File: src/rtl/sb_pkg.sv
// rtl/sb_pkg.sv - shared types and constants for the pipeline scoreboard
package sb_pkg;
  localparam int SB_RD_W_MAX  = 8;
  localparam int SB_LAT_W_MAX = 8;

  // Slice the low LAT_W bits to get the variable-latency marker for a given counter width.
  localparam logic [SB_LAT_W_MAX-1:0] LAT_VAR = '1;

  typedef struct packed {
    logic                    we;
    logic [SB_RD_W_MAX-1:0]  rd;
    logic [SB_LAT_W_MAX-1:0] lat;
  } sb_issue_t;

  typedef struct packed {
    logic                   valid;
    logic [SB_RD_W_MAX-1:0] rd;
  } sb_wb_t;
endpackage

File: src/rtl/pipeline_scoreboard_if.sv
// rtl/pipeline_scoreboard_if.sv - decode/writeback handshake bundle for the scoreboard
interface pipeline_scoreboard_if #(
  parameter int NREG         = 32,
  parameter int LAT_W        = 4,
  parameter int MAX_INFLIGHT = 8
);
  localparam int REG_W = $clog2(NREG);
  localparam int CNT_W = $clog2(MAX_INFLIGHT + 1);

  logic             issue_valid;
  logic             issue_we;
  logic [REG_W-1:0] issue_rd;
  logic [LAT_W-1:0] issue_lat;
  logic             use_rs1;
  logic             use_rs2;
  logic [REG_W-1:0] rs1_d;
  logic [REG_W-1:0] rs2_d;
  logic             hold;
  logic             wb_valid;
  logic [REG_W-1:0] wb_rd;
  logic             flush_all;
  logic             issue_ready;
  logic             stall_d;
  logic             fwd_rs1;
  logic             fwd_rs2;
  logic [NREG-1:0]  pending;
  logic [CNT_W-1:0] inflight;
  logic             err;

  modport master (
    output issue_valid, issue_we, issue_rd, issue_lat, use_rs1, use_rs2, rs1_d, rs2_d,
    output hold, wb_valid, wb_rd, flush_all,
    input  issue_ready, stall_d, fwd_rs1, fwd_rs2, pending, inflight, err
  );

  modport slave (
    input  issue_valid, issue_we, issue_rd, issue_lat, use_rs1, use_rs2, rs1_d, rs2_d,
    input  hold, wb_valid, wb_rd, flush_all,
    output issue_ready, stall_d, fwd_rs1, fwd_rs2, pending, inflight, err
  );
endinterface

File: src/rtl/sb_entry.sv
// rtl/sb_entry.sv - one destination-register countdown entry
module sb_entry
  import sb_pkg::*;
#(
  parameter int LAT_W = 4
) (
  input  logic             clk,
  input  logic             rst,
  input  logic             flush,
  input  logic             hold,
  input  logic             load,
  input  logic [LAT_W-1:0] load_lat,
  input  logic             wb_hit,
  output logic [LAT_W-1:0] cnt,
  output logic             pending,
  output logic             retiring
);
  localparam logic [LAT_W-1:0] VAR = LAT_VAR[LAT_W-1:0];
  localparam logic [LAT_W-1:0] ONE = LAT_W'(1);

  logic is_var;

  assign is_var   = (cnt == VAR);
  assign pending  = (cnt != '0);
  assign retiring = ((cnt == ONE) && !hold) || (is_var && wb_hit);

  // Load wins over retire so a same-cycle reissue of the retiring register keeps it busy.
  always_ff @(posedge clk) begin
    if (rst || flush) begin
      cnt <= '0;
    end else if (load) begin
      cnt <= load_lat;
    end else if (retiring) begin
      cnt <= '0;
    end else if (pending && !is_var && !hold) begin
      cnt <= cnt - ONE;
    end
  end
endmodule

File: src/rtl/pipeline_scoreboard.sv
// rtl/pipeline_scoreboard.sv - per-register pending tracker driving decode stall and bypass selects
module pipeline_scoreboard
  import sb_pkg::*;
#(
  parameter int NREG         = 32,
  parameter int LAT_W        = 4,
  parameter int MAX_INFLIGHT = 8,
  parameter int BYPASS       = 1
) (
  input logic                 clk,
  input logic                 rst,
  pipeline_scoreboard_if.slave sb
);
  localparam int REG_W = $clog2(NREG);
  localparam int CNT_W = $clog2(MAX_INFLIGHT + 1);
  localparam int NSLOT = 1 << REG_W;
  localparam int RC_W  = $clog2(NSLOT + 1);
  localparam int SUM_W = ((CNT_W > RC_W) ? CNT_W : RC_W) + 1;
  localparam logic [LAT_W-1:0] ONE = LAT_W'(1);
  localparam logic [LAT_W-1:0] VAR = LAT_VAR[LAT_W-1:0];

  sb_issue_t        iss;
  sb_wb_t           wb;
  logic [LAT_W-1:0] cnt_a [NSLOT];
  logic [NSLOT-1:0] pend_v;
  logic [NSLOT-1:0] ret_v;
  logic [LAT_W-1:0] lat_eff;
  logic             fwd1, fwd2, raw1, raw2, waw, full, ready, alloc, spurious;
  logic [RC_W-1:0]  ret_cnt;
  logic [SUM_W-1:0] infl_next;
  logic [CNT_W-1:0] inflight;
  logic             err;

  assign iss = '{we: sb.issue_we, rd: SB_RD_W_MAX'(sb.issue_rd), lat: SB_LAT_W_MAX'(sb.issue_lat)};
  assign wb  = '{valid: sb.wb_valid, rd: SB_RD_W_MAX'(sb.wb_rd)};

  assign lat_eff = (iss.lat == '0) ? VAR : iss.lat[LAT_W-1:0];

  assign cnt_a[0]  = '0;
  assign pend_v[0] = 1'b0;
  assign ret_v[0]  = 1'b0;

  for (genvar r = 1; r < NSLOT; r++) begin : g_entry
    if (r < NREG) begin : g_live
      sb_entry #(.LAT_W(LAT_W)) u_entry (
        .clk      (clk),
        .rst      (rst),
        .flush    (sb.flush_all),
        .hold     (sb.hold),
        .load     (alloc && (iss.rd == SB_RD_W_MAX'(r))),
        .load_lat (lat_eff),
        .wb_hit   (wb.valid && (wb.rd == SB_RD_W_MAX'(r))),
        .cnt      (cnt_a[r]),
        .pending  (pend_v[r]),
        .retiring (ret_v[r])
      );
    end else begin : g_tie
      assign cnt_a[r]  = '0;
      assign pend_v[r] = 1'b0;
      assign ret_v[r]  = 1'b0;
    end
  end

  // Variable-latency entries never match ONE, so they are never offered on the bypass bus.
  assign fwd1 = (BYPASS != 0) && sb.use_rs1 && (cnt_a[sb.rs1_d] == ONE) && !sb.hold;
  assign fwd2 = (BYPASS != 0) && sb.use_rs2 && (cnt_a[sb.rs2_d] == ONE) && !sb.hold;
  assign raw1 = sb.use_rs1 && pend_v[sb.rs1_d] && !fwd1;
  assign raw2 = sb.use_rs2 && pend_v[sb.rs2_d] && !fwd2;

  assign waw   = iss.we && (iss.rd != '0) && pend_v[sb.issue_rd] && !ret_v[sb.issue_rd];
  assign full  = (inflight == CNT_W'(MAX_INFLIGHT)) && !(|ret_v);
  assign ready = sb.issue_valid && !raw1 && !raw2 && !waw && !full && !sb.flush_all;
  assign alloc = ready && iss.we && (iss.rd != '0);

  assign spurious = wb.valid && (cnt_a[sb.wb_rd] != VAR);

  always_comb begin
    ret_cnt = '0;
    for (int r = 0; r < NSLOT; r++) begin
      ret_cnt = ret_cnt + RC_W'(ret_v[r]);
    end
  end

  assign infl_next = SUM_W'(inflight) + SUM_W'(alloc) - SUM_W'(ret_cnt);

  always_ff @(posedge clk) begin
    if (rst) begin
      inflight <= '0;
      err      <= 1'b0;
    end else begin
      if (spurious) begin
        err <= 1'b1;
      end
      if (sb.flush_all) begin
        inflight <= '0;
      end else begin
        inflight <= CNT_W'(infl_next);
      end
    end
  end

  assign sb.issue_ready = ready;
  assign sb.stall_d     = raw1 || raw2;
  assign sb.fwd_rs1     = fwd1;
  assign sb.fwd_rs2     = fwd2;
  assign sb.pending     = pend_v[NREG-1:0];
  assign sb.inflight    = inflight;
  assign sb.err         = err;
endmodule

File: src/flat_wrapper.sv
// flat-port wrapper written by rule: the top's interface ports become plain ports
module pipeline_scoreboard_flat import sb_pkg::*;
#(
  parameter int NREG         = 32,
  parameter int LAT_W        = 4,
  parameter int MAX_INFLIGHT = 8,
  parameter int BYPASS       = 1
)
  (clk, rst, sb_issue_valid, sb_issue_we, sb_issue_rd, sb_issue_lat, sb_use_rs1, sb_use_rs2, sb_rs1_d, sb_rs2_d, sb_hold, sb_wb_valid, sb_wb_rd, sb_flush_all, sb_issue_ready, sb_stall_d, sb_fwd_rs1, sb_fwd_rs2, sb_pending, sb_inflight, sb_err);
  pipeline_scoreboard_if #(.NREG(NREG), .LAT_W(LAT_W), .MAX_INFLIGHT(MAX_INFLIGHT)) sb_i ();
  input logic clk;
  input logic rst;
  input wire logic [$bits(sb_i.issue_valid)-1:0] sb_issue_valid;
  input wire logic [$bits(sb_i.issue_we)-1:0] sb_issue_we;
  input wire logic [$bits(sb_i.issue_rd)-1:0] sb_issue_rd;
  input wire logic [$bits(sb_i.issue_lat)-1:0] sb_issue_lat;
  input wire logic [$bits(sb_i.use_rs1)-1:0] sb_use_rs1;
  input wire logic [$bits(sb_i.use_rs2)-1:0] sb_use_rs2;
  input wire logic [$bits(sb_i.rs1_d)-1:0] sb_rs1_d;
  input wire logic [$bits(sb_i.rs2_d)-1:0] sb_rs2_d;
  input wire logic [$bits(sb_i.hold)-1:0] sb_hold;
  input wire logic [$bits(sb_i.wb_valid)-1:0] sb_wb_valid;
  input wire logic [$bits(sb_i.wb_rd)-1:0] sb_wb_rd;
  input wire logic [$bits(sb_i.flush_all)-1:0] sb_flush_all;
  output wire logic [$bits(sb_i.issue_ready)-1:0] sb_issue_ready;
  output wire logic [$bits(sb_i.stall_d)-1:0] sb_stall_d;
  output wire logic [$bits(sb_i.fwd_rs1)-1:0] sb_fwd_rs1;
  output wire logic [$bits(sb_i.fwd_rs2)-1:0] sb_fwd_rs2;
  output wire logic [$bits(sb_i.pending)-1:0] sb_pending;
  output wire logic [$bits(sb_i.inflight)-1:0] sb_inflight;
  output wire logic [$bits(sb_i.err)-1:0] sb_err;
  assign sb_i.issue_valid = sb_issue_valid;
  assign sb_i.issue_we = sb_issue_we;
  assign sb_i.issue_rd = sb_issue_rd;
  assign sb_i.issue_lat = sb_issue_lat;
  assign sb_i.use_rs1 = sb_use_rs1;
  assign sb_i.use_rs2 = sb_use_rs2;
  assign sb_i.rs1_d = sb_rs1_d;
  assign sb_i.rs2_d = sb_rs2_d;
  assign sb_i.hold = sb_hold;
  assign sb_i.wb_valid = sb_wb_valid;
  assign sb_i.wb_rd = sb_wb_rd;
  assign sb_i.flush_all = sb_flush_all;
  assign sb_issue_ready = sb_i.issue_ready;
  assign sb_stall_d = sb_i.stall_d;
  assign sb_fwd_rs1 = sb_i.fwd_rs1;
  assign sb_fwd_rs2 = sb_i.fwd_rs2;
  assign sb_pending = sb_i.pending;
  assign sb_inflight = sb_i.inflight;
  assign sb_err = sb_i.err;
  pipeline_scoreboard #(.NREG(NREG), .LAT_W(LAT_W), .MAX_INFLIGHT(MAX_INFLIGHT), .BYPASS(BYPASS)) u_core (.clk(clk), .rst(rst), .sb(sb_i));
endmodule
File: config.mk
export PLATFORM = sky130hd
export DESIGN_NAME = pipeline_scoreboard_flat
export DESIGN_NICKNAME = d
export VERILOG_FILES = /design/src/rtl/sb_pkg.sv /design/src/rtl/pipeline_scoreboard_if.sv /design/src/rtl/sb_entry.sv /design/src/rtl/pipeline_scoreboard.sv /design/src/flat_wrapper.sv
export SDC_FILE = /design/constraint.sdc
export NUM_CORES = 1
export LEC_CHECK = 0
export CORE_MARGIN = 1.5
export CORE_UTILIZATION = 50
export CTS_BUF_LIST = sky130_fd_sc_hd__clkbuf_16
export DETAILED_ROUTE_END_ITERATION = 10
export PLACE_DENSITY = 0.78
export SYNTH_ARGS = -nofsm -noshare
export SYNTH_HDL_FRONTEND = slang
export SYNTH_SLANG_ARGS = --single-unit
File: constraint.sdc
create_clock -name clk -period 8.9 [get_ports clk]
set_input_delay 1.78 -clock clk [delete_from_list [all_inputs] [get_ports clk]]
set_output_delay 1.78 -clock clk [all_outputs]
set_load 0.005 [all_outputs]
Word-level counts from Yosys, hierarchy flattened
Cells that the tools add are included.
{ "classes": {"bitwise_logic": 3, "magnitude_cmp": 6, "reduce_logical": 346, "n_addsub": 63, "eq_ne": 128, "n_mux": 111} }
{ "op_table": {"columns": ["cell", "count"], "rows": [
  ["$mux W4", 100],
  ["$logic_and A1 B1 Y1", 206],
  ["$eq A5 B5 Y1 const B", 32],
  ["$eq A4 B1 Y1 const B", 33],
  ["$eq A4 B4 Y1 const B", 32],
  ["$reduce_bool A4 Y1", 31],
  ["$sub A4 B1 Y4 const B", 31],
  ["$add A4 B1 Y4", 30],
  ["$reduce_bool A3 Y1", 31],
  ["$eq A5 B4 Y1 const B", 16],
  ["$bmux W4 S5", 3],
  ["$logic_not A1 Y1", 41],
  ["$eq A5 B3 Y1 const B", 8],
  ["$logic_or A1 B1 Y1", 33],
  ["$reduce_or A31 Y1", 1],
  ["$bmux W1 S5", 4],
  ["$eq A5 B2 Y1 const B", 4],
  ["$ge A6 B6 Y1 const B", 3],
  ["$lt A5 B6 Y1 const B", 3],
  ["$not A5 Y6", 3],
  ["$eq A5 B1 Y1 const B", 2],
  ["$logic_not A8 Y1", 1],
  ["$reduce_bool A8 Y1", 1],
  ["$mux W1", 4],
  ["4 further kinds", 4]
]} }
{ "word_totals": {"in_bits": 33, "regBits": 129, "word_cells": 690, "output_inout_bits": 41} }

Longest topological paths before layout
Gate-level depths: netlist of run 1.
{ "logic_depth": {"ltp_word": 35, "mapped_depth": 34, "ltp_nobuf": 32} }

Modules after synthesis
Synthesis of run 1 repeated with hierarchy kept, for this count alone.
{ "hier_totals": {"hier_cells": 1717, "area_unflattened_um2": 15094.5} }
{ "by_module_without_submodules": {"columns": ["module", "seq_area_each_um2", "area_each_um2", "instances", "cells_each"], "rows": [
  ["sb_entry", 80.1, 319.1, 31, 34],
  ["pipeline_scoreboard", 100.1, 5203.7, 1, 663]
]} }

Worst setup path after synthesis of run 1
Ideal clock, no wire load.
{ "synth_path": {"path_type": "input to register", "start": "input sb_wb_rd[2]", "end": "register u_core.inflight[3], in the netlist u_core.sb.inflight[3]", "required_ps": 8772, "path_stages": 29, "arrival_time_ps": 8386, "setup_ps": 128, "slack_ps": 386, "path_buffers": 3, "path_cell_list": "buf_2 -> nor2b_1 -> clkbuf_1 -> and4_1 -> a22o_1 -> inv_1 -> ha_1 -> nand4_1 -> or4_1 -> nor4_1 -> a41oi_2 -> nand3_1 -> clkbuf_1 -> nor3b_1 -> fa_1 -> fa_1 -> fa_1 -> fa_1 -> inv_1 -> fa_1 -> fa_1 -> fa_1 -> inv_1 -> ha_1 -> xnor2_1 -> xnor2_1 -> xnor2_1 -> xnor2_1 -> nor2_1"} }
{ "synth_between": {"elab_chain_cells": 35, "word_cells_on_any_way": 170} }
{ "synth_lines": {"columns": ["item", "line_no", "text"], "rows": [
  ["from (decl)", "flat_wrapper.sv:23", "input wire logic [$bits(sb_i.wb_rd)-1:0] sb_wb_rd;"],
  ["$eq A5 B1 Y1 or $eq A5 B2 Y1 (tied branches)", "pipeline_scoreboard.sv:52", ".wb_hit (wb.valid && (wb.rd == SB_RD_W_MAX'(r))),"],
  ["$logic_and A1 B1 Y1", "pipeline_scoreboard.sv:52", null],
  ["$logic_and A1 B1 Y1", "sb_entry.sv:25", "assign retiring = ((cnt == ONE) && !hold) || (is_var && wb_hit);"],
  ["$logic_or A1 B1 Y1", "sb_entry.sv:25", null],
  ["$add A1 B1 Y2", "pipeline_scoreboard.sv:80", "ret_cnt = ret_cnt + RC_W'(ret_v[r]);"],
  ["$add A4 B1 Y4 (29 in series)", "pipeline_scoreboard.sv:80", null],
  ["$sub A4 B4 Y4 (*)", "pipeline_scoreboard.sv:84", "assign infl_next = SUM_W'(inflight) + SUM_W'(alloc) - SUM_W'(ret_cnt);"],
  ["to (signal assigned)", "pipeline_scoreboard.sv:97", "inflight <= CNT_W'(infl_next);"],
  ["to (decl)", "pipeline_scoreboard.sv:31", "logic [CNT_W-1:0] inflight;"]
]} }
Mark *: on every way between the ends. The rest lies on a longest branch, timed or not. The select of a mux whose other input is x is not followed.
A chain may end at the register's enable or synchronous reset.

Worst setup path after layout of run 1
{ "layout_path": {"start": "input sb_wb_rd[1]", "end": "register u_core.inflight[3], in the netlist u_core.sb.inflight[3]"} }
Same word-level chain as after synthesis.

==> metrics.txt, run 1 <==
switching component of the power=0.490 mW; Highest Clock Rate=117 MHz; setup violators final=0; Synth Area in XOR/XNOR=5.02%; htree depth=4; worst-case clock skew=0.0144 ns; PostCTS Resize Cnt=0; Syn Std Cell Area=~14000 um2; Crit Path Class=primary input to flop; Pins Over Slew Limit=0; Yosys reg bits=129; largest family of logic cells by synthesized area=simple AND/OR/NAND/NOR gates; hold_buf cts=0; Post-DP HPWL=45300 um; Req. time, crit path=~9 ns; clk sinks=approximately 130; Chip Height=roughly 170 um; max capacitance violation total=0; sequential share of the synthesized area=18.1%; crit path time final=8.52 ns; clk buf depth=2; Clock Latency Late Sink=0.45 ns; worst setup margin=0.385 ns; hold crit path type=flop to flop; number of global-route vias before repair=~14000; clock share of power=44.9%; complex-gate fraction of the synthesized area=13.5%; final setup TNS=0 ns; Synth Warn #=0; crit end category=flop; Avg Inst Size Synth=between 7 and 8 um2; Pwr Density=97.0 nW/um2; pre-CTS worst setup slack=0.0103 ns; DRT iter0 DRCs=1759; Adder-Cell Fraction of Synth Area=between 10% and 20%; leading area contributor after synthesis=dfxtp_1; average vias per placed instance=6.54; Port Buf Inserts=72; Total Routing Usage GR=39.4%; Comb pwr share=between 10% and 20%; largest net degree at the start of global routing=between 40 and 50; Post-route DRC=0; synth unique cells=86; most frequent cells in the layout=nand2_1, inv_1, ha_1; total CTS buffers=17; top cell type's share of synthesized area=18.1%; Flop pwr share=37.1%; Vias=around 15000; ys flop type=dfxtp_1; Worst Max-Slew Pin Slew=1.32 ns; Int Pwr=1.09 mW; die width=172 um; gp weighted congestion=1.12; root buf cell=clkbuf_16; Site Rows=61; relative slew slack=12.0%; Core Region=between 20000 and 30000 um2; Worst Path Max Fanout=8; RSZ-0062 raised after global routing=no; Layout Nets=2065; DR pass1 iterations=6; Non-Filler Instances=2262; crit path launch type=primary input; post-synthesis mux area share=9.14%; dpl cells=around 2200; IR drop worst, VDD=113 uV; Final period util=95.7%; fraction of registers with async set/reset=0%; Leak=6.32 nW; syn nets=2001; hold_ws=0.479 ns; WP data arrival=8.81 ns; Routed WL per cell=25.7 um; most common cell after layout, fill and taps aside=nand2_1; Overflow after GRT=0; sw frac=30.9%; Post-Synth Simple-Gate Area=29.6%; Cells after Synth=1807; die area=29600 um2; status=finished, final reports clean; initial antenna violation count=1; postcts setup bufs=0; CTS tree=built; Final ANT Viol Nets=0; final WL=about 58000 um; clock-pin slew on the worst setup and hold paths=0.06 ns; global-route wire length before repair=85800 um; share of cells above drive strength 1=12.4%; EDFF count, synth=0; Ports=74; Initial Util=51.2%; final hold vios=0; Inserted Diodes=0; Area growth syn-to-layout=14.2%; top cells by area, synth=dfxtp_1, ha_1, mux2i_1, nand2_1, xnor2_1
[per-stage QoR]
step | util [%] | total power [mW] | instance area [um2]
3_5_place_dp | 56.5 | 0.877 | 15800
4_1_cts | 58.5 | 1.58 | 16300
6_report | 58.5 | 1.59 | 16300
3_3_place_gp | 56.5 | 0.875 | 15800
5_1_grt | 58.5 | 1.63 | 16300
2_1_floorplan | - | 0.758 | 14300
[logic make-up after synthesis]
logic type,count (synthesis)
flip-flops,129
other,1
AO/OA/AOI/OAI,286
multiplexers,104
AND/OR/NAND/NOR,737
adder cells (fa/ha/maj),161
buffers and inverters,307
XOR/XNOR,82
[worst max-delay path, stage by stage]
cell and delay (ns):
clkdlybuf4s50_1 0.61, and4b_1 0.41, inv_1 0.09, nor2_1 0.06, a21o_1 0.17, inv_1 0.05, ha_1 0.20, nand4_1 0.09
or4_1 0.47, nor4_1 0.25, a41oi_2 0.17, nand3_1 0.17, nor3b_1 0.10, fa_1 0.40, fa_1 0.45, fa_1 0.39
fa_1 0.48, inv_1 0.04, fa_1 0.46, fa_1 0.52, fa_1 0.54, inv_1 0.04, ha_1 0.20, xnor2_1 0.17
xnor2_1 0.15, xnor2_1 0.16, xnor2_1 0.14, nor2_1 0.05
[synth_stat cells (all sizes together), types with 7 or more instances]
cell type	instances
o31ai	10
nor3b	30
fa	24
mux4	21
nand3	41
clkbuf	84
nor2b	18
o21ai	96
o211ai	38
a31oi	10
o22ai	10
and3	25
a211oi	21
nand2	208
a21oi	24
xnor2	70
nor4	26
xor2	12
ha	137
and2	28
nand2b	19
inv	163
nor4b	48
nor3	64
buf	59
a22oi	7
or4b	18
nand4	62
nor2	103
dfxtp	129
mux2i	80
o2111ai	10
[power groups by stage]
stage          logic [mW]  clock network [mW]  registers (mW)
2_1_floorplan       0.159                   0           0.599
3_3_place_gp        0.274                   0           0.601
3_5_place_dp        0.276                   0           0.601
4_1_cts             0.277               0.714           0.589
5_1_grt             0.298               0.739           0.589
6_report            0.285               0.711           0.589
[per-layer routing]
layer | global-route usage [%] | vias up | share of wire (%) | wire [um]
li1 | - | 6548 | - | -
met1 | 49.1 | 7038 | 39 | 22400
met2 | 61.6 | 971 | 44 | 25400
met3 | 9.38 | 237 | 11 | 6420
met4 | 24.1 | 2 | 6.7 | 3870
met5 | 0 | - | 0.022 | 13
[registers in the layout (all words and copies together) (netlist names)]
signal                             count
u_core.g_entry.g_live.u_entry.cnt    124
u_core.sb.inflight                     4
u_core.sb.err                          1
[worst paths after layout]
path,start,end,slack (ns),cells past startpoint
max,sb_wb_rd[1],u_core.sb.inflight[3],0.38,28
min,u_core.sb.err,u_core.sb.err,0.48,2
max reg2reg,u_core.g_entry[16].g_live.u_entry.cnt[0],u_core.sb.inflight[3],1.27,25
min reg2reg,u_core.sb.err,u_core.sb.err,0.48,2
[final cells by class]
| class | count | area, um2 |
|---|---|---|
| clock buffer | 17 | 425 |
| multi-input combinational | 1371 | 10400 |
| fill | 2552 | 11600 |
| inverter | 164 | 618 |
| sequential | 129 | 2580 |
| clock inverter | 15 | 144 |
| timing repair buffer | 188 | 1660 |
| tap | 378 | 473 |
No activity file was read; power rests on OpenSTA's default activity.
==> run 2: changes to the inputs <==
--- a/config.mk
+++ b/config.mk
@@ -5,10 +5,13 @@
 export SDC_FILE = /design/constraint.sdc
 export NUM_CORES = 1
 export LEC_CHECK = 0
+export ABC_CLOCK_PERIOD_IN_PS = 8900
 export CORE_MARGIN = 1.5
 export CORE_UTILIZATION = 50
 export CTS_BUF_LIST = sky130_fd_sc_hd__clkbuf_16
+export CTS_CLUSTER_DIAMETER = 200
 export DETAILED_ROUTE_END_ITERATION = 10
+export GPL_TIMING_DRIVEN = 0
 export PLACE_DENSITY = 0.78
 export SYNTH_ARGS = -nofsm -noshare
 export SYNTH_HDL_FRONTEND = slang
==> metrics.txt, run 2 (synthesized netlist as in run 1, its figures left out) <==
clk buf depth=2; Final period util=a little over nine tenths; crit-path max cell delay=0.71 ns; status=finished, final reports clean; Layout Nets=approximately 2100; clock share of power=45.4%; WP data arrival=9.10 ns; most common cell after layout, fill and taps aside=nand2_1; Highest Clock Rate=approximately 110 MHz; max FFs per register=124; Area growth syn-to-layout=14.5%; Overflow after GRT=0; Slowest cell on crit path=clkbuf_1; Worst Path Max Fanout=10; FILL cells=between 2000 and 3000; most frequent cells in the layout=nand2_1, inv_1, ha_1; largest registers=u_core.g_entry.g_live.u_entry.cnt: 124 flops, u_core.sb.inflight: 4 flops, u_core.sb.err: 1 flops; cell family with most CP delay=adder cells; largest net degree at the start of global routing=17; Comb pwr share=18.9%; DR pass1 iterations=6; pre-CTS worst setup slack=-2.80 ns; clk sinks=129; crit path launch type=primary input; htree depth=4; hold_buf cts=0; share of cells above drive strength 1=11.3%; design area=16400 um2; critical path's most frequent cell=fa_1; switching component of the power=around 0.53 mW; sw frac=between 30% and 40%; worst setup margin=0.111 ns; number of global-route vias before repair=14100; Final ANT Viol Nets=0; IR drop worst, VDD=138 uV; hold crit path type=flop to flop; Req. time, crit path=9.21 ns; Initial Util=between 50% and 60%; Pwr Total=1.64 mW; setup violators final=0; Ports=between 70 and 80; clock-pin slew on the worst setup and hold paths=0.06 ns; Routed WL per cell=27.0 um; Worst Path Buf+Inv=5; Vias=15200; gp weighted congestion=1.07; crit path time final=8.79 ns; final hold vios=0; die area=29600 um2; Total Routing Usage GR=42.5%; Post-route DRC=0; Core Region=about 28000 um2; dpl cell area=15500 um2; Chip Height=172 um; initial antenna violation count=2; Int Pwr=1.12 mW; final setup TNS=0 ns; Post-DP HPWL=48100 um; max capacitance violation total=0; root buf cell=clkbuf_16; Pins Over Slew Limit=0; Pwr Density=100 nW/um2; final WL=between 60000 and 70000 um; average vias per placed instance=roughly 6.6; Crit Path Class=primary input to flop; crit end category=flop; Port Buf Inserts=66; Site Rows=61; Leak=6.28 nW; hold_ws=0.474 ns; relative slew slack=12.8%; global-route wire length before repair=between 90000 and 100000 um; total CTS buffers=17; Worst Max-Slew Pin Slew=1.30 ns; Flop pwr share=35.7%; most flop-heavy register=u_core.g_entry.g_live.u_entry.cnt; CTS tree=built; Clock Latency Late Sink=0.47 ns; die width=172 um; DRT iter0 DRCs=approximately 2000; worst-case clock skew=0.0153 ns
run 2: cell count changes in the layout (fill, tap and decap cells not counted), sizes merged, moves of 2 or more:
cell / before / now
clkinvlp: 5 / 7
inv: 164 / 162
clkdlybuf4s50: 71 / 62
buf: 117 / 70
clkbuf: 17 / 99
run 2: worst register-to-register path: cells and delay by family, from the launching register on:
kind,cells,cell delay (ns)
and+or+nand+nor,6,1.97
xor gates and xnor gates,4,0.67
buffers and inverters,4,0.45
muxes,1,0.45
adders and majority gates,9,3.47
DFF,1,0.37
AOI/OAI and AO/OA,2,0.35
run 2: cell type report:
cell class | count | area (um2) | area share (%)
sequential | 129 | 2580 | 15.8
tap | 378 | 473 | 2.89
inverter | 164 | 626 | 3.82
clock inverter | 15 | 169 | 1.03
antenna | 1 | 2.50 | 0.0153
timing repair buffer | 75 | 724 | 4.42
buffer | 142 | 793 | 4.84
clock buffer | 17 | 425 | 2.60
multi-input combinational | 1371 | 10600 | 64.6
run 2: per-stage QoR:
stage,utilization [%],cells
after floorplan,-,1807
after global placement,55.3,2251
after detailed placement,55.4,2253
after CTS,58.3,2291
after global routing,58.6,2291
final,58.6,2292
run 2: worst paths after layout:
| path | cells after the start | startpoint | endpoint | slack [ns] |
|---|---|---|---|---|
| max | 25 | sb_hold | u_core.sb.inflight[3] | 0.11 |
| min | 2 | u_core.sb.err | u_core.sb.err | 0.47 |
| max reg2reg | 26 | u_core.g_entry[24].g_live.u_entry.cnt[0] | u_core.sb.inflight[3] | 1.03 |
| min reg2reg | 2 | u_core.sb.err | u_core.sb.err | 0.47 |
run 2: per-layer routing:
metal  part of all wire (%)  up-vias  track usage (%)
met1                     37     7192             52.4
met3                     12      272             11.9
met5                  0.042        -                0
met4                    8.0        4             31.2
met2                     42     1078             63.3
li1                       -     6613                -
run 2: power by group through the flow:
| stage | Clock, mW | Sequential (mW) | Combinational (mW) |
|---|---|---|---|
| 2_1_floorplan | 0 | 0.599 | 0.159 |
| 3_3_place_gp | 0 | 0.600 | 0.278 |
| 3_5_place_dp | 0 | 0.600 | 0.281 |
| 4_1_cts | 0.744 | 0.587 | 0.290 |
| 5_1_grt | 0.766 | 0.588 | 0.321 |
| 6_report | 0.747 | 0.587 | 0.310 |
run 2: timing repair:
action | CTS | global route
setup endpoints to repair | 4 | 1
pin swaps | 6 | 3
buffers inserted | 7 | 0
resized for setup | 63 | 46
gates cloned | 0 | 0
==> patch (flow settings as in run 2) <==
Reset style: asynchronous (`rst`), changed in one clocked block.
--- a/src/rtl/pipeline_scoreboard.sv
+++ b/src/rtl/pipeline_scoreboard.sv
@@ -83,7 +83,7 @@
 
   assign infl_next = SUM_W'(inflight) + SUM_W'(alloc) - SUM_W'(ret_cnt);
 
-  always_ff @(posedge clk) begin
+  always_ff @(posedge clk or posedge rst) begin
     if (rst) begin
       inflight <= '0;
       err      <= 1'b0;
Formal check against the unedited RTL: not equivalent (Yosys sat finds a counterexample within 4 cycles, from zero or initial values and one cycle with rst high; the reset may be asserted at any time).
==> patch against run 2 <==
Final area rose by 2.6%; non-clock buffer count is 11 higher; die area increased by 1.6%; setup slack gained 0.058 ns; clock skew about the same; utilization rose by 0.089 points; synthesized area grew 1.6%; clock power fell by 6.2%; total power rose by 4.2%; combinational power is 35% higher; global-route usage up 0.089 points; routed wire length is 4.1% higher; sequential cell count is the same; critical path type unchanged; critical endpoint is now u_core.sb.inflight[3]$_DFF_PP0_; largest power group unchanged.
==> patch: results (changes against run 2) <==
status=completed (unchanged); Avg Cell Area, Syn=8.20 um^2 (was 7.92 um^2); largest net degree at the start of global routing=17 (unchanged); share of cells above drive strength 1=14.3% (was 11.3%); Synth Warn #=0 (unchanged); via/cell ratio=6.54 (was 6.61); Post-Synth XOR/XNOR Area=5.91% (was 5.02%); Synth Area in Compound Gates=12.7% (was 13.5%); top post-synthesis cells by area=dfxtp_1 (17%), ha_1 (11%), nand2_1 (5.7%) (was dfxtp_1 (18%), ha_1 (12%), mux2i_1 (5.6%)); Syn Nets=1961 (was 2001); most frequent cells after synthesis=nand2_1 (219), inv_1 (171), ha_1 (131) (was nand2_1 (208), inv_1 (160), ha_1 (137)); CP max stage cell=clkdlybuf4s50_1 (was clkbuf_1); Synth Area in Adders=14.6% (was 15.3%); peak supply drop=0.140 mV (was 0.138 mV); sequential fraction of the synthesis area=17.9% (was 18.1%); min-delay src=u_core.sb.err$_DFFE_PP0P_ (was u_core.sb.err$_SDFFE_PP0P_); first-pass GRT wire length=93400 um (was 90300 um); Netlist cell types=88 (was 86); worst r2r src=u_core.g_entry[30].g_live.u_entry.cnt[0]$_SDFFE_PP0P_ (was u_core.g_entry[24].g_live.u_entry.cnt[0]$_SDFFE_PP0P_); biggest regs=u_core.g_entry.g_live.u_entry.cnt: 124 flops, u_core.sb.inflight: 4 flops, u_core.sb.err: 1 flops (unchanged); Nets=2065 (was 2094); fill count=2642 (was 2585); number of global-route vias before repair=14200 (was 14100); Reg-to-Reg End=u_core.sb.inflight[3]$_DFF_PP0_ (was u_core.sb.inflight[3]$_SDFF_PP0_); Antenna Diode Count=0 (was 1); DP Worst Slack=-2.10 ns (was -2.80 ns); clock latency on the worst-skew pair=0.46 ns; post-synthesis mux area share=9.39% (was 9.14%); Data arrival, critical path=9.08 ns (was 9.10 ns); LEAKAGE=0.00674 uW (was 0.00628 uW); hold path cells=1 (was 2); Clock Skew=0.0156 ns (was 0.0153 ns); Async SR Flop Fraction=3.88% (was 0%); hold worst-path end=u_core.sb.err$_DFFE_PP0P_ (was u_core.sb.err$_SDFFE_PP0P_); DR iter-0 viols=2041 (was 1983); cell count of the worst reg-to-reg path=27 (was 26); GPL Wtd Cong=1.07 (about the same); Area Overhead vs Synth=15.6% (was 14.5%); max incr delay on CP=0.66 ns (was 0.71 ns); Post-Layout Cell Count=2274 (was 2292); Slew @ Worst Pin=1.41 ns (was 1.30 ns); cell family with most CP delay=adder cells (unchanged); Total GRT Usage=42.6% (was 42.5%); # H-tree levels=4 (unchanged); post-placement cell count=2226 (was 2253); reg-to-reg setup timing slack=0.66 ns (was 1.03 ns); Reg clk slew, reported paths=0.07 ns; hpwl dp=48600 um (was 48100 um); port buffer count=69 (was 66); post-DR wirelength/cell=28.4 um (was 27.0 um)
patch: cell types whose count changed after synthesis, sizes merged, moves of 9 or more:
cell           run 2  this run
nand2            208       219
o21ai             96        72
nor4              26        11
nand4             62        80
a21oi             24        14
nor2             103        93
clkbuf            84        69
a311oi             5        14
o31ai             10         0
xor2              12        22
buf               59        74
o22ai             10        27
nand3             41        26
patch: logic make-up after synthesis:
kind of cell    count (synthesis)
other cells                     1
xor+xnor                       98
compound gates                262
buf+inv                       314
flops                         129
fa+ha+maj                     155
mux                           106
simple gates                  708
patch: worst max path at each step:
stage,start,to,slack (ns)
global route,sb_issue_rd[3],u_core.sb.inflight[3]$_DFF_PP0_,-0.01
CTS,sb_issue_rd[0],u_core.sb.inflight[3]$_DFF_PP0_,0.002
global placement,sb_wb_valid,u_core.sb.inflight[3]$_DFF_PP0_,-2.09
finish,sb_rs2_d[3],u_core.sb.inflight[3]$_DFF_PP0_,0.17
detailed placement,sb_hold,u_core.sb.inflight[3]$_DFF_PP0_,-2.10
floorplan,sb_wb_valid,u_core.sb.inflight[3]$_DFF_PP0_,0.49
patch: report_power, final:
group          switching [uW]  internal (uW)
Sequential               9.37            585
Combinational             273            144
Clock                     298            403
Total                     580           1130
patch: per-layer routing:
metal	vias to the layer above	global-route usage, %	wire length (um)
met5	-	0	23
met4	4	27.9	4810
met3	263	10.6	7630
met2	1017	63.1	26700
met1	7106	54.9	25400
li1	6487	-	-
patch: stage by stage:
stage | setup TNS [ns] | hold slack [ns] | instance area [um^2]
2_1_floorplan | 0 | 0.451 | 14500
3_3_place_gp | -5.06 | 0.447 | 15700
3_5_place_dp | -5.09 | 0.449 | 15700
4_1_cts | 0 | 0.469 | 16600
5_1_grt | -0.0131 | 0.506 | 16800
6_report | 0 | 0.468 | 16800
patch: area by class of cell:
| cell class | count | share of cell area (%) |
|---|---|---|
| Buffer | 141 | 5.18 |
| Clock buffer | 17 | 2.53 |
| Clock inverter | 15 | 0.759 |
| Inverter | 171 | 3.84 |
| Multi-Input combinational cell | 1330 | 64.4 |
| Sequential cell | 129 | 15.5 |
| Tap cell | 384 | 2.86 |
| Timing Repair Buffer | 87 | 4.88 |
patch: what timing repair did:
item,CTS,global route
cloned,0,1
endpoints found under the hold margin,0,0
pin swaps,3,12
resized for setup,81,72
buffers inserted,8,9
setup endpoints to repair,4,1
